`src/rtl/mem_stage.sv`:
```
// MEM stage: waits for load data, aligns and extends it, and registers MEM/WB (1 cycle, plus WAIT cycles on slow loads).
// Stalls upstream while a load waits; defining MEM_ALIGN_EXC_EN adds the registered align_err output for misaligned half/word loads.
module mem_stage #(
  parameter int DW      = 32,
  parameter int RW      = 5,
  parameter int TIMEOUT = 15
) (
  input  logic          clk,
  input  logic          rst,
  input  logic          mem_flush,
  input  logic          in_reg_write,
  input  logic          in_mem_to_reg,
  input  logic          in_is_byte,
  input  logic          in_is_half,
  input  logic          in_load_sign,
  input  logic [RW-1:0] in_rw,
  input  logic [DW-1:0] in_exout,
  input  logic [DW-1:0] dm_rdata,
  input  logic          dm_rvalid,
  output logic          stall_req,
  output logic          mem_back_we,
  output logic [RW-1:0] mem_back_rw,
  output logic [DW-1:0] mem_back_data,
  output logic          wb_reg_write,
  output logic [RW-1:0] wb_rw,
  output logic [DW-1:0] wb_data,
`ifdef MEM_ALIGN_EXC_EN
  output logic          align_err,
`endif
  output logic          bus_err
);

  localparam int CW = (TIMEOUT < 2) ? 1 : $clog2(TIMEOUT + 1);

  typedef enum logic {S_IDLE, S_WAIT} state_t;

  state_t        state_q, state_d;
  logic [CW-1:0] cnt_q, cnt_d;
  logic          wb_we_q, wb_we_d;
  logic [RW-1:0] wb_rw_q, wb_rw_d;
  logic [DW-1:0] wb_data_q, wb_data_d;
  logic          bus_err_q, bus_err_d;
  logic          we;
  logic          misalign;
  logic [1:0]    a;
  logic [7:0]    ld_byte;
  logic [15:0]   ld_half;
  logic [DW-1:0] ld_data;

  assign we            = in_reg_write && (in_rw != '0);
  assign a             = in_exout[1:0];
  assign mem_back_we   = we && !in_mem_to_reg;
  assign mem_back_rw   = in_rw;
  assign mem_back_data = in_exout;

`ifdef MEM_ALIGN_EXC_EN
  logic align_err_q, align_err_d;
  assign misalign  = in_mem_to_reg && !in_is_byte &&
                     (in_is_half ? a[0] : (a != 2'b00));
  assign align_err = align_err_q;
`else
  assign misalign  = 1'b0;
`endif

  // Little-endian lane select; sign bit only propagates for signed byte/half loads.
  always_comb begin
    ld_byte = dm_rdata[{a, 3'b000} +: 8];
    ld_half = dm_rdata[{a[1], 4'b0000} +: 16];
    if (in_is_byte)
      ld_data = {{(DW-8){in_load_sign & ld_byte[7]}}, ld_byte};
    else if (in_is_half)
      ld_data = {{(DW-16){in_load_sign & ld_half[15]}}, ld_half};
    else
      ld_data = dm_rdata;
  end

  always_comb begin
    state_d   = state_q;
    cnt_d     = cnt_q;
    wb_we_d   = 1'b0;
    wb_rw_d   = wb_rw_q;
    wb_data_d = wb_data_q;
    bus_err_d = 1'b0;
    stall_req = 1'b0;
`ifdef MEM_ALIGN_EXC_EN
    align_err_d = 1'b0;
`endif
    if (mem_flush) begin
      state_d = S_IDLE;
      cnt_d   = '0;
    end else if (state_q == S_IDLE) begin
      if (!in_mem_to_reg) begin
        wb_we_d   = we;
        wb_rw_d   = in_rw;
        wb_data_d = in_exout;
      end else if (misalign) begin
`ifdef MEM_ALIGN_EXC_EN
        align_err_d = 1'b1;
`endif
      end else if (dm_rvalid) begin
        wb_we_d   = we;
        wb_rw_d   = in_rw;
        wb_data_d = ld_data;
      end else begin
        stall_req = 1'b1;
        state_d   = S_WAIT;
        cnt_d     = '0;
      end
    end else begin
      if (dm_rvalid) begin
        wb_we_d   = we;
        wb_rw_d   = in_rw;
        wb_data_d = ld_data;
        state_d   = S_IDLE;
        cnt_d     = '0;
      end else if (cnt_q == CW'(TIMEOUT - 1)) begin
        // Last permitted WAIT cycle: give up, release the pipeline this cycle.
        bus_err_d = 1'b1;
        state_d   = S_IDLE;
        cnt_d     = '0;
      end else begin
        stall_req = 1'b1;
        cnt_d     = cnt_q + CW'(1);
      end
    end
  end

  always_ff @(posedge clk) begin
    if (rst) begin
      state_q   <= S_IDLE;
      cnt_q     <= '0;
      wb_we_q   <= 1'b0;
      wb_rw_q   <= '0;
      wb_data_q <= '0;
      bus_err_q <= 1'b0;
`ifdef MEM_ALIGN_EXC_EN
      align_err_q <= 1'b0;
`endif
    end else begin
      state_q   <= state_d;
      cnt_q     <= cnt_d;
      wb_we_q   <= wb_we_d;
      wb_rw_q   <= wb_rw_d;
      wb_data_q <= wb_data_d;
      bus_err_q <= bus_err_d;
`ifdef MEM_ALIGN_EXC_EN
      align_err_q <= align_err_d;
`endif
    end
  end

  assign wb_reg_write = wb_we_q;
  assign wb_rw        = wb_rw_q;
  assign wb_data      = wb_data_q;
  assign bus_err      = bus_err_q;

endmodule

```
`config.mk`:
```
export PLATFORM = sky130hd
export DESIGN_NAME = mem_stage
export DESIGN_NICKNAME = d
export VERILOG_FILES = /design/src/rtl/mem_stage.sv
export SDC_FILE = /design/constraint.sdc
export NUM_CORES = 1
export LEC_CHECK = 0
export BUFFER_PORTS_ARGS = -buffer_cell sky130_fd_sc_hd__buf_2
export CAP_MARGIN = 20
export CORE_MARGIN = 1
export CORE_UTILIZATION = 51
export DETAILED_ROUTE_END_ITERATION = 8
export PLACE_DENSITY_LB_ADDON = 0.08
export SLEW_MARGIN = 20
export SYNTH_ARGS = -nofsm -noshare
export SYNTH_HDL_FRONTEND = slang
export SYNTH_SLANG_ARGS = --single-unit
```
`constraint.sdc`:
```
create_clock -name clk -period 3.3 [get_ports clk]
set_input_delay 0.99 -clock clk [delete_from_list [all_inputs] [get_ports clk]]
set_output_delay 0.99 -clock clk [all_outputs]
set_load 0.01 [all_outputs]
```
==> results of run 1 <==
==> flip-flops by register name, indices dropped and copies added (netlist names) <==
register / count
wb_data: 32
state_q: 1
bus_err: 1
wb_rw: 5
cnt_q: 4
wb_reg_write: 1
==> cell type report <==
| class | count | area (sq um) |
|---|---|---|
| clock buffers | 5 | 68.8 |
| clock inverters | 2 | 12.5 |
| fillers | 628 | 2390 |
| inverters | 28 | 105 |
| multi-input cells | 302 | 1930 |
| flip-flops and latches | 44 | 881 |
| well taps | 77 | 96.3 |
| repair buffers | 167 | 866 |
==> worst reg2reg max path, cell delays in order (launching register included) <==
cell and delay, ns:
dfxtp_1 0.41, or2_2 0.47, a21oi_2 0.55, nor2_1 0.07, a2111oi_0 0.37
==> cells by family (layout without fill, tap and decap cells) <==
family / Yosys count / in the layout / share of synthesized area
flops: 44 / 44 / 0.262
mux: 20 / 20 / 0.0639
compound gates: 169 / 169 / 0.342
simple gates: 111 / 111 / 0.159
fa+ha+maj: 2 / 2 / 0.00743
buf+inv: 105 / 202 / 0.165
==> synth_stat cells (all sizes together), types with 3 or more instances <==
| master | instances | area, sq um |
|---|---|---|
| nor2b | 16 | 100 |
| a211oi | 3 | 22.5 |
| inv | 28 | 105 |
| o21a | 8 | 60.1 |
| a21oi | 33 | 169 |
| dfxtp | 44 | 881 |
| buf | 50 | 350 |
| mux2i | 17 | 170 |
| o221ai | 37 | 324 |
| o21ai | 45 | 240 |
| nor3 | 4 | 20.0 |
| a2111oi | 9 | 80.1 |
| o22ai | 7 | 43.8 |
| o311ai | 7 | 61.3 |
| nand4b | 7 | 61.3 |
| clkbuf | 27 | 101 |
| a22oi | 16 | 120 |
| nor2 | 26 | 97.6 |
| nand2 | 44 | 165 |
==> how the worst max path moves through the flow <==
stage	start	endpoint
final	in_rw[2]	mem_back_we
after global routing	in_rw[2]	mem_back_we
after CTS	in_rw[2]	mem_back_we
after detailed placement	in_rw[2]	mem_back_we
after global placement	in_rw[2]	mem_back_we
after floorplan	in_mem_to_reg	stall_req
==> layout by cell type (no fill, tap or decap), types with 2 or more instances in the layout <==
master       n
a22oi_1     16
mux2_2       2
nor2b_1     16
o21a_1       8
a2111oi_0    8
buf_4       12
or2_2        2
buf_2      155
nand2b_1     2
nand3b_1     2
a21oi_1     32
dfxtp_1     44
mux2i_1     17
nand3_1      2
clkbuf_8     5
nor2_1      26
nand4b_1     7
o221ai_1    37
nor3_1       4
o22ai_1      7
a211oi_1     3
o21ai_1      2
o311ai_0     7
ha_1         2
inv_1       28
nand2_1     44
o21ai_0     41
==> per-stage QoR <==
step	total power, uW	std cells
after floorplan	875	451
after global placement	1010	618
after detailed placement	1020	618
after CTS	1360	625
after global routing	1430	625
final	1360	625
==> per-layer routing <==
metal	up-vias	GRT usage	wire [um]
li1	1809	-	-
met1	1747	0.409	4610
met2	200	0.472	4720
met3	14	0.0388	763
met4	0	0.0846	154
met5	-	0	0
==> report_power, final <==
part	total, uW	internal (uW)	switching [uW]	leakage (uW)
clock	347	144	203	0.0000400
sequential	590	568	21.8	0.000362
combinational	419	171	248	0.00143
total	1360	883	473	0.00184
==> run metrics, run 1 <==
status complete, no violations; Max Cap Violations 0; Final Util 0.623; critical path type primary input to output pin; #FFs+latches synth 44; drt drc 0; CTS buffer count 5; Slew Limit Fails 0; VDD IR-drop max 0.236 mV; vias in the first global route 3343; f_max 0.330 GHz; Final ANT Viol Nets 0; TNS Setup 0 ns; DR vias 3770; synthesized net count 531; Tcrit/Tclk final 0.918; postcts setup bufs 0; Hold Crit Class flip-flop to flip-flop; CTS Sinks 44; CTS HTree Levels 2; RSZ-0062 raised after global routing false; die height 83.3 um; Slew Limit Headroom 0.232; DP Worst Slack 0.261 ns; DP HPWL 7370 um; Worst setup EP type output pin; Crit path top cell by count buf_2; worst setup margin 0.271 ns; syn_area_per_cell 7.47 sq um; power density over the cells 343 nW/um^2; global-route wire length before repair 16500 um; Post-synth EDFFs 0; Reg clk slew, reported paths 0.08 ns; Nets 628; CP Max Fanout 3; Placed Instance Area 3880 sq um; fin area 3960 sq um; final setup violation count 0; Worst Max-Slew Pin Slew 1.15 ns; CP max stage delay 0.51 ns; grt total ovfl 0; reg2reg setup slack 1.31 ns; Netlist cell types 44; average wire per standard cell 16.4 um; Worst Path Required 2.31 ns; Hold Worst Slack 0.455 ns; mapped cell area 3370 sq um; Pleak 0.00184 uW; Root Driver clkbuf_8; antenna cell count 0; die area 6930 sq um; crit path DAT 2.04 ns; post-synthesis cell count 451; clock tree buffer depth 2; layout cell share with drive strength beyond 1 0.332; R2R depth 4; CP Launch Type primary input; Top Ports 156; IO Port Bufs 155; crit-path cells buf_2, or4_1, o21ai_0, nor2_1, buf_2; asr flop ratio synth 0; Rows 29; family with the most delay on the worst path simple AND/OR/NAND/NOR gates; worst hold start wb_rw[4]$_SDFFE_PP0N_; largest net degree at the start of global routing 35; Ys Warns 0; register area share after synthesis 0.262; number of buffers and inverters on the critical path 2; CTS tree yes; Via density 6.03; hold path cells 2; Hold Violations, Final 0; initial antenna violation count 0; gp weighted congestion 0.927; router iterations before antenna repair 5; Starting Density 0.530; clock latency at the later pin of the worst-skew pair 0.31 ns; DR iter-0 viols 345; die width 83.3 um; Syn-to-layout area delta 17.6%; Worst Hold Path EP wb_rw[4]$_SDFFE_PP0N_; crit path time final 3.03 ns; slowest CP cell or4_1; # hold bufs at CTS 0; RR Startpoint state_q$_SDFF_PP0_; worst clock skew 0.00935 ns; CP Depth 5; final wirelength 10300 um; Core Box Area 6350 sq um; GR Util All Layers 0.293; post_cts resized 0; reg-to-reg endpoint wb_data[31]$_SDFFE_PP0N_; top_reg_cell synth dfxtp_1
Power figures use the tool's default switching activity.
==> run 2: changes to the inputs <==
clock period = 3.6 ns   (was 3.3 ns; I/O delays follow)
==> run 2 against run 1 <==
Effect of this change: combinational power down 8.1%; cell count down 0.32%; sequential share of layout area increased by 0.085 points; critical path depth unchanged; non-clock buffer count is 2 lower; flip-flop and latch count unchanged; critical path type unchanged; largest cell class unchanged; largest power group unchanged.
==> run metrics, run 2 (synthesized netlist as in run 1, its figures left out) <==
Int Pwr 808 uW (-8.5%); Syn-to-layout area delta 17.1%; Flop pwr share 0.436 (about the same); Worst Path Required 2.52 ns (+0.21 ns); Worst setup EP type output pin; drt drc 0 (unchanged); Nets 626 (-0.32%); router iterations before antenna repair 5 (unchanged); DP Worst Slack 0.391 ns (+0.130 ns); Pleak 0.00183 uW (-0.52%); Slew Limit Fails 0 (unchanged); RR Startpoint state_q$_SDFF_PP0_; Core Box Area 6350 sq um (unchanged); worst hold start wb_rw[0]$_SDFFE_PP0N_; status complete, no violations; Root Driver clkbuf_8; clock tree buffer depth 2 (unchanged); final setup violation count 0 (unchanged); GR Util All Layers 0.301 (+0.00778); Tcrit/Tclk final 0.892; DR vias 3729 (-1.1%); switching share of power 0.349 (about the same); combinational share of power 0.310 (about the same); Max Cap Violations 0 (unchanged); Hold Violations, Final 0 (unchanged); CTS tree yes; # hold bufs at CTS 0 (unchanged); power density over the cells 315 nW/um^2 (-8.1%); f_max 0.311 GHz; max reg flops 32 (unchanged); Rows 29 (unchanged); Worst Max-Slew Pin Slew 0.946 ns (-0.202 ns); Switching Power 433 uW (-8.4%); Hold Worst Slack 0.458 ns (+0.00363 ns); CTS buffer count 5 (unchanged); Slew Limit Headroom 0.365 (+0.133); DR iter-0 viols 270 (-22%); IO Port Bufs 155 (unchanged); grt total ovfl 0 (unchanged); Starting Density 0.530 (unchanged); final wirelength 10400 um (+1.6%); R2R depth 4 (unchanged); TNS Setup 0 ns (unchanged); die area 6930 sq um (unchanged); worst clock skew 0.00742 ns (-0.00193 ns); Reg clk slew, reported paths 0.09 ns (about the same); crit path time final 3.21 ns; antenna cell count 0 (unchanged); critical path type primary input to output pin; clock network fraction of total power 0.254 (-0.002); Via density 5.99 (-0.77%); CTS Sinks 44 (unchanged); die height 83.3 um (unchanged); average wire per standard cell 16.7 um (+2.0%); layout cell share with drive strength beyond 1 0.330 (-0.00245); gp weighted congestion 0.900 (-3.0%); DP HPWL 7540 um (+2.4%); Worst Hold Path EP wb_rw[0]$_SDFFE_PP0N_; Hold Crit Class flip-flop to flip-flop; clock latency at the later pin of the worst-skew pair 0.31 ns (about the same); vias in the first global route 3530 (+5.6%); most common cell after layout, fill and taps aside buf_2; VDD IR-drop max 0.172 mV (-27%); critical path launch point in_rw[2]; reg-to-reg endpoint wb_data[31]$_SDFFE_PP0N_; Top Ports 156 (unchanged); largest net degree at the start of global routing 36 (+2.9%); global-route wire length before repair 17000 um (+3.0%); post_cts resized 0 (unchanged); die width 83.3 um (unchanged); CP Max Fanout 3 (unchanged); hold path cells 2 (unchanged); most frequent cells in the layout 155 x buf_2, 44 x nand2_1, 44 x dfxtp_1, 41 x o21ai_0, 37 x o221ai_1; postcts setup bufs 0 (unchanged); CP Launch Type primary input; RSZ-0062 raised after global routing false; crit path DAT 2.13 ns (+0.09 ns); CTS HTree Levels 2 (unchanged); Final ANT Viol Nets 0 (unchanged); worst setup margin 0.388 ns (+0.117 ns); initial antenna violation count 0 (unchanged); reg2reg setup slack 1.62 ns (+0.31 ns)
## run 2: area by class of cell
class	instances	area [sq um]
tap	77	96.3
inverter	28	105
fill	627	2410
sequential	44	881
clock buffer	5	68.8
multi-input combinational	302	1930
timing repair buffer	165	851
clock inverter	2	12.5
## run 2: metal layers
metal | track usage | share of wire | up-vias
li1 | - | - | 1805
met4 | 0.111 | 0.022 | 0
met5 | 0 | 0 | -
met1 | 0.406 | 0.43 | 1717
met3 | 0.0596 | 0.082 | 20
met2 | 0.476 | 0.46 | 187
## run 2: worst max-delay path by stage
stage | cells after the start | slack (ns) | endpoint
final | 5 | 0.39 | mem_back_we
after global routing | 5 | 0.28 | mem_back_we
after CTS | 5 | 0.38 | mem_back_we
after global placement | 5 | 0.41 | mem_back_we
after floorplan | 5 | 0.43 | stall_req
after detailed placement | 5 | 0.39 | mem_back_we
## run 2: per-stage QoR
stage	instances	cell area, sq um	power [uW]	util
after floorplan	451	3370	802	-
after global placement	616	3860	926	0.608
after detailed placement	616	3860	933	0.608
after CTS	623	3940	1250	0.621
after global routing	623	3940	1310	0.621
final	623	3940	1240	0.621
## run 2: critical path: stages
cell	delay (ns)
buf_2	0.11
or4_1	0.51
o21ai_0	0.23
nor2_1	0.06
buf_2	0.14
## run 2: power groups by stage
stage,sequential [uW],combinational (uW),clock (uW)
2_1_floorplan,567,236,0
3_3_place_gp,551,375,0
3_5_place_dp,552,381,0
4_1_cts,541,382,325
5_1_grt,546,423,341
6_report,541,385,316
